File: config.mk
export PLATFORM = sky130hd
export DESIGN_NAME = fpu_madd_seq
export DESIGN_NICKNAME = d
export VERILOG_FILES = /design/src/rtl/ibex_pkg.sv /design/src/rtl/fpu_madd_seq.sv
export SDC_FILE = /design/constraint.sdc
export NUM_CORES = 1
export LEC_CHECK = 0
export ABC_CLOCK_PERIOD_IN_PS = 4500
export BUFFER_PORTS_ARGS = -buffer_cell sky130_fd_sc_hd__buf_2
export CORE_MARGIN = 3
export CORE_UTILIZATION = 50
export CTS_CLUSTER_DIAMETER = 80
export DETAILED_ROUTE_END_ITERATION = 10
export PLACE_DENSITY = 0.9
export SETUP_SLACK_MARGIN = 0.02
export SYNTH_ARGS = -nofsm -noshare
export SYNTH_HDL_FRONTEND = slang
export SYNTH_SLANG_ARGS = --single-unit
File: constraint.sdc
create_clock -name clk_i -period 4.5 [get_ports clk_i]
set_clock_uncertainty 0.15 [all_clocks]
set_input_delay 0 -clock clk_i [delete_from_list [all_inputs] [get_ports clk_i]]
set_output_delay 0 -clock clk_i [all_outputs]
set_load 0.02 [all_outputs]
File: src/rtl/ibex_pkg.sv
// Shared Ibex execute-path types: the FPU operator encoding and the issue sequencer state set.
package ibex_pkg;

  // FP_ALU_ADD is encoding zero so a cleared operator register selects ADD.
  typedef enum logic [2:0] {
    FP_ALU_ADD  = 3'd0,
    FP_ALU_SUB  = 3'd1,
    FP_ALU_MUL  = 3'd2,
    FP_ALU_DIV  = 3'd3,
    FP_ALU_MADD = 3'd4,
    FP_ALU_CVT  = 3'd5,
    FP_ALU_MIN  = 3'd6,
    FP_ALU_MAX  = 3'd7
  } fp_alu_op_e;

  typedef enum logic [2:0] {
    SEQ_IDLE = 3'd0,
    SEQ_EXEC = 3'd1,
    SEQ_MUL  = 3'd2,
    SEQ_ADD  = 3'd3,
    SEQ_DONE = 3'd4
  } fpu_seq_state_e;

  localparam logic [1:0] FPU_MODE_NONE = 2'b00;

  function automatic logic [15:0] madd_product(input logic [31:0] mul_res, input logic negate);
    return {mul_res[31] ^ negate, mul_res[30:16]};
  endfunction

endpackage

File: src/rtl/fpu_madd_seq.sv
// Issue sequencer for the combinational bfloat16 FPU; adds MADD as a MUL-then-ADD/SUB pass.
// FPU_MADD_EN enables the two-pass MADD; without it MADD is reported illegal.
//
// state | meaning
// IDLE  | ready for a request, FPU driven from captured registers
// EXEC  | single-pass op in the FPU, result registered on exit
// MUL   | MADD pass 1: A*B, product rounded to bf16 and optionally negated
// ADD   | MADD pass 2: P +/- C, result registered on exit
// DONE  | response held until rsp_ready_i
module fpu_madd_seq
  import ibex_pkg::*;
(
  input  logic             clk_i,
  input  logic             rst_i,
  input  logic             req_valid_i,
  output logic             req_ready_o,
  input  fp_alu_op_e       operator_i,
  input  logic [31:0]      operand_a_i,
  input  logic [15:0]      operand_b_i,
  input  logic [15:0]      operand_c_i,
  input  logic [1:0]       mode_i,
  output fp_alu_op_e       fpu_operator_o,
  output logic [31:0]      fpu_operand_a_o,
  output logic [15:0]      fpu_operand_b_o,
  output logic [1:0]       fpu_mode_o,
  input  logic [31:0]      fpu_result_i,
  output logic             rsp_valid_o,
  input  logic             rsp_ready_i,
  output logic [31:0]      rsp_result_o,
  output logic             rsp_illegal_o,
  output logic             busy_o
);

  fpu_seq_state_e state_q;
  fp_alu_op_e     fpu_op_q;
  logic [31:0]    fpu_a_q;
  logic [15:0]    fpu_b_q;
  logic [1:0]     fpu_mode_q;
  logic [31:0]    result_q;
  logic           illegal_q;

`ifdef FPU_MADD_EN
  // The FPU-facing registers get overwritten by the MADD passes, so the
  // request is also kept here to restore them once the sequence finishes.
  fp_alu_op_e     op_q;
  logic [31:0]    a_q;
  logic [15:0]    b_q;
  logic [15:0]    c_q;
  logic [1:0]     mode_q;
`else
  logic           unused_operand_c;
  assign unused_operand_c = ^operand_c_i;
`endif

  always_ff @(posedge clk_i or posedge rst_i) begin
    if (rst_i) begin
      state_q    <= SEQ_IDLE;
      fpu_op_q   <= FP_ALU_ADD;
      fpu_a_q    <= '0;
      fpu_b_q    <= '0;
      fpu_mode_q <= '0;
      result_q   <= '0;
      illegal_q  <= 1'b0;
`ifdef FPU_MADD_EN
      op_q       <= FP_ALU_ADD;
      a_q        <= '0;
      b_q        <= '0;
      c_q        <= '0;
      mode_q     <= '0;
`endif
    end else begin
      case (state_q)
        SEQ_IDLE: begin
          if (req_valid_i) begin
            fpu_op_q   <= operator_i;
            fpu_a_q    <= operand_a_i;
            fpu_b_q    <= operand_b_i;
            fpu_mode_q <= mode_i;
            illegal_q  <= 1'b0;
`ifdef FPU_MADD_EN
            op_q       <= operator_i;
            a_q        <= operand_a_i;
            b_q        <= operand_b_i;
            c_q        <= operand_c_i;
            mode_q     <= mode_i;
`endif
            if (operator_i == FP_ALU_MADD) begin
`ifdef FPU_MADD_EN
              fpu_op_q   <= FP_ALU_MUL;
              fpu_mode_q <= FPU_MODE_NONE;
              state_q    <= SEQ_MUL;
`else
              result_q   <= '0;
              illegal_q  <= 1'b1;
              state_q    <= SEQ_DONE;
`endif
            end else begin
              state_q <= SEQ_EXEC;
            end
          end
        end
        SEQ_EXEC: begin
          result_q <= fpu_result_i;
          state_q  <= SEQ_DONE;
        end
`ifdef FPU_MADD_EN
        SEQ_MUL: begin
          fpu_op_q   <= mode_q[0] ? FP_ALU_SUB : FP_ALU_ADD;
          fpu_a_q    <= {madd_product(fpu_result_i, mode_q[1]), 16'h0000};
          fpu_b_q    <= c_q;
          fpu_mode_q <= FPU_MODE_NONE;
          state_q    <= SEQ_ADD;
        end
        SEQ_ADD: begin
          result_q   <= fpu_result_i;
          fpu_op_q   <= op_q;
          fpu_a_q    <= a_q;
          fpu_b_q    <= b_q;
          fpu_mode_q <= mode_q;
          state_q    <= SEQ_DONE;
        end
`endif
        SEQ_DONE: begin
          if (rsp_ready_i) begin
            state_q <= SEQ_IDLE;
          end
        end
        default: state_q <= SEQ_IDLE;
      endcase
    end
  end

  assign req_ready_o     = (state_q == SEQ_IDLE);
  assign rsp_valid_o     = (state_q == SEQ_DONE);
  assign busy_o          = (state_q != SEQ_IDLE);
  assign rsp_result_o    = result_q;
  assign rsp_illegal_o   = illegal_q;
  assign fpu_operator_o  = fpu_op_q;
  assign fpu_operand_a_o = fpu_a_q;
  assign fpu_operand_b_o = fpu_b_q;
  assign fpu_mode_o      = fpu_mode_q;

endmodule

# Word-level counts from Yosys, hierarchy flattened
# Index checks and enable logic that the tools add are counted.
# W data, S select, Z words.
# totals
ff_bits	89
in_bits	105
output_inout_bits	89
word_cells	27
# op_classes
eq_ne	6
n_mux	8
n_reduce_logical	6
# op_table
op	count
$mux W32	2
$pmux W32 S2	1
$mux W3	3
$pmux W3 S3	1
$eq A3 B3 Y1 const B	2
$ne A2 B1 Y1 const B	2
$reduce_and A2 Y1	2
$eq A3 B1 Y1 const B	1
$logic_not A3 Y1	1
$reduce_and A3 Y1	1
$reduce_bool A3 Y1	1
$ne A2 B2 Y1 const B	1
$reduce_bool A2 Y1	1
$mux W1	1

# Longest topological paths before layout
# logic_depth
depth_word	4
ltp_mapped	5
ltp_nobuf	2

# Worst setup path after synthesis
# OpenSTA, ideal clock, no wires.
# synth_path
path_type	register to register
from	register state_q[0]
to	register fpu_a_q[0] (netlist: fpu_operand_a_o[0])
setup_ns	0.125
arrival_ns	1.269
t_required_ns	4.225
slack_ns	2.956
stages_incl_launch_ff	6
n_path_buf	3
synth_period_minus_slack_ns	1.544
cell_sequence	dfrtp_1 > buf_6 > nor3b_2 > buf_6 > buf_12 > mux2_4
# synth_via
elab_chain_len	2
# synth_lines
item	line	source
from (decl)	fpu_madd_seq.sv:34	fpu_seq_state_e state_q;
from (signal assigned)	fpu_madd_seq.sv:57	state_q <= SEQ_IDLE;
from (signal assigned)	fpu_madd_seq.sv:95	state_q <= SEQ_DONE;
from (signal assigned)	fpu_madd_seq.sv:98	state_q <= SEQ_EXEC;
$logic_not A3 Y1	fpu_madd_seq.sv:72	case (state_q)
$reduce_and A2 Y1 (no source line)	--	
to (signal assigned)	fpu_madd_seq.sv:76	fpu_a_q <= operand_a_i;
to (decl)	fpu_madd_seq.sv:36	logic [31:0] fpu_a_q;
# No other way between the ends.
# A chain may end at the register's enable or synchronous reset.

# Worst setup path in the final report
# layout_path
from	register state_q[0]
to	register fpu_op_q[1] (netlist: fpu_operator_o[1])
# layout_via
elab_chain_len	2
# layout_lines
item	line	source
$logic_not A3 Y1	fpu_madd_seq.sv:72	
$reduce_and A2 Y1 (no source line)	--	
to (signal assigned)	fpu_madd_seq.sv:75	fpu_op_q <= operator_i;
to (decl)	fpu_madd_seq.sv:35	fp_alu_op_e fpu_op_q;
# No other way between the ends.

==> metrics.md <==
| Metric | Value |
|---|---|
| Routability cong. | `between 0.6 and 0.7` |
| Antenna violations before repair | `0` |
| Final Power | `4.09 mW` |
| CP startpoint kind | `flip-flop` |
| CTS tree | `yes` |
| Hold crit path type | `in -> async` |
| Worst R2R Setup Slack | `between 1500 and 2000 ps` |
| CP delay by family, top | `buffers and inverters` |
| Avg Synthesized Cell Area | `13.2 sq um` |
| Non-Filler Instances | `666` |
| Reg-to-reg startpoint | `state_q[0]` |
| Skew-Pair Late Insertion Delay | `340 ps` |
| Reg-to-Reg End | `fpu_operator_o[1]` |
| Layout area overhead | `47.9%` |
| Total Neg Setup Slack | `0 ps` |
| Post-synth top flop | `dfrtp_1` |
| Io pins | `194` |
| Fin crit share | `0.584` |
| Finish-stage setup viols | `0` |
| Root buffer cell | `clkbuf_8` |
| Top post-synthesis cells by count | `88 x dfrtp_1, 49 x mux2_4, 34 x inv_1` |
| Placed inst area | `4860 sq um` |
| Synth Register Bits | `88` |
| Max_cap viols | `0` |
| Number of global-route vias before repair | `3564` |
| Largest net degree at the start of global routing | `70` |
| DP Cell Count | `approximately 560` |
| DP HPWL | `6640 um` |
| Core area | `7770 sq um` |
| DRT iter0 DRCs | `146` |
| First-pass GRT wire length | `approximately 19000 um` |
| Yosys top cell area share | `0.548` |
| CTS H-tree lvls | `3` |
| Leakage | `2.94 nW` |
| Final Hold Fails | `0` |
| R2r worst-path depth | `3` |
| Power per cell area | `688 nW/um^2` |
| Peak supply drop | `0.346 mV` |
| Fin nets | `663` |
| Routed Antenna Nets | `0` |
| Clock-pin slew of the registers on the worst-case setup and hold paths | `100 ps` |
| Port buffer count | `177` |
| Rel. slew slack | `0.285` |
| Drt total wl | `12600 um` |
| # DRC | `0` |
| Vias | `3508` |
| Sum of buffers and inverters on the critical path | `1` |
| Worst slew pin tran | `1070 ps` |
| RSZ-0062 raised after global routing | `false` |
| Starting Density | `0.517` |
| Cts bufs inserted | `9` |
| Synthesized area | `roughly 4000 sq um` |
| DIE HEIGHT | `95.6 um` |
| Post-synth EDFFs | `0` |
| Ranking of synthesized cells by area | `dfrtp_1 55%, mux2_4 18%, o311ai_0 7.0%` |
| Crit path DAT | `~2700 ps` |
| Async S/R FF share, synth | `1.00` |
| Min Tclk post-route | `approximately 2600 ps` |
| Cells along the critical path | `nor3b_4 -> buf_4 -> mux2_2` |
| Max Buffers Root-to-Sink | `2` |
| Worst setup EP type | `flip-flop` |
| Count of warnings emitted by yosys | `0` |
| Row count | `32` |
| Most frequent cell after synthesis | `dfrtp_1` |
| Fill cell count | `469` |
| Worst path max stage delay | `~780 ps` |
| Cell area after layout | `5940 sq um` |
| CP required | `4570 ps` |
| Status | `complete, no violations` |
| DRT Pass-1 Iters | `4` |
| Syn nets | `around 410` |
| Crit path kind | `reg -> reg` |
| Clock Sink Count | `88` |
| Vias/cell | `5.27` |
| FMAX | `381 MHz` |
| Remaining Overflow, GRT | `0` |
| Register area share after synthesis | `0.548` |
| WL/cell | `~19 um` |
| CP Max Fanout | `69` |
| DIE AREA | `9140 sq um` |
| Gr usage total | `0.271` |
| Slowest CP cell | `buf_4` |
| Area leader, netlist | `dfrtp_1` |
| Layout cells sized above 1 | `0.449` |
| Count of cell types in the netlist | `19` |
| Layout Utilization | `0.765` |
| Die width | `95.6 um` |
| Slew Viols, Final | `0` |
| Post-synthesis cell count | `slightly above 300` |
-- tightest hold or removal path: stages --
cell and delay, ps:
dlygate4sd3_1 540, buf_2 130, clkinv_2 420
-- cell usage in the layout (no fill, tap or decap), types with 2 or more instances in the layout --
master	Yosys	routed
buf_2	3	177
dlygate4sd3_1	0	88
dfrtp_1	88	86
mux2_4	49	49
inv_1	34	33
nand3b_1	32	32
nand2_1	32	32
o311ai_0	32	32
clkbuf_8	0	9
mux2_2	5	5
nor2b_1	2	2
clkinv_2	0	2
clkinvlp_4	0	2
inv_6	0	2
buf_4	0	2
dfrtp_2	0	2
-- flip-flops by register name, summed over array words and instances (netlist names) --
name,flops
state_q,2
fpu_mode_o,2
fpu_operand_a_o,32
rsp_result_o,32
fpu_operator_o,3
fpu_operand_b_o,16
rsp_illegal_o,1
-- routing by layer --
layer / share of wire / wire length, um / global-route usage / up-vias
li1: - / - / - / 1569
met1: 0.37 / 4700 / 0.315 / 1693
met2: 0.50 / 6290 / 0.468 / 203
met3: 0.093 / 1170 / 0.0813 / 43
met4: 0.034 / 422 / 0.108 / 0
met5: 0 / 0 / 0 / -
-- cell families after synthesis --
logic type | Yosys count | share of synthesized area
muxes | 54 | 0.197
AOI/OAI and AO/OA | 34 | 0.0732
buffers and inverters | 58 | 0.0794
and+or+nand+nor | 70 | 0.102
DFF | 88 | 0.548
-- worst max path at each step --
stage                          start                  end  slack, ps  cells after the start
after floorplan                rst_i        fpu_mode_o[0]       2070                      1
after global placement    state_q[0]        fpu_mode_o[1]       1980                      3
after detailed placement  state_q[0]        fpu_mode_o[1]       1920                      3
after CTS                 state_q[0]  fpu_operand_a_o[30]       1900                      3
after global routing      state_q[0]        fpu_mode_o[1]       1730                      3
final                     state_q[0]    fpu_operator_o[1]       1870                      3
-- what timing repair did --
item | 4_1_cts | 5_1_grt
setup buffers | 0 | 0
hold endpoints to repair | 123 | 0
hold buffers | 88 | 0
gates resized for setup | 0 | 0
-- per-stage QoR --
step / hold WS [ps] / setup WS (ps)
3_5_place_dp: -43.5 / 1920
6_report: 114 / 1870
2_1_floorplan: -1.94 / 2070
3_3_place_gp: -62.4 / 1980
5_1_grt: 186 / 1730
4_1_cts: 122 / 1900
-- where the power goes --
part	switching, mW	leakage [nW]	internal (mW)
registers	0.400	1.00	1.19
clock network	0.284	0.0933	0.260
logic	1.05	1.84	0.908
-- area by class of cell --
class | instances | area (sq um) | share of cell area
timing repair buffer | 267 | 1780 | 0.300
inverter | 34 | 129 | 0.0217
clock inverter | 6 | 67.6 | 0.0114
sequential | 88 | 2200 | 0.371
clock buffer | 10 | 128 | 0.0215
multi-input combinational | 158 | 1500 | 0.253
tap | 102 | 128 | 0.0215
antenna | 1 | 2.50 | 0.000421
No activity file was read; power rests on OpenSTA's default activity.
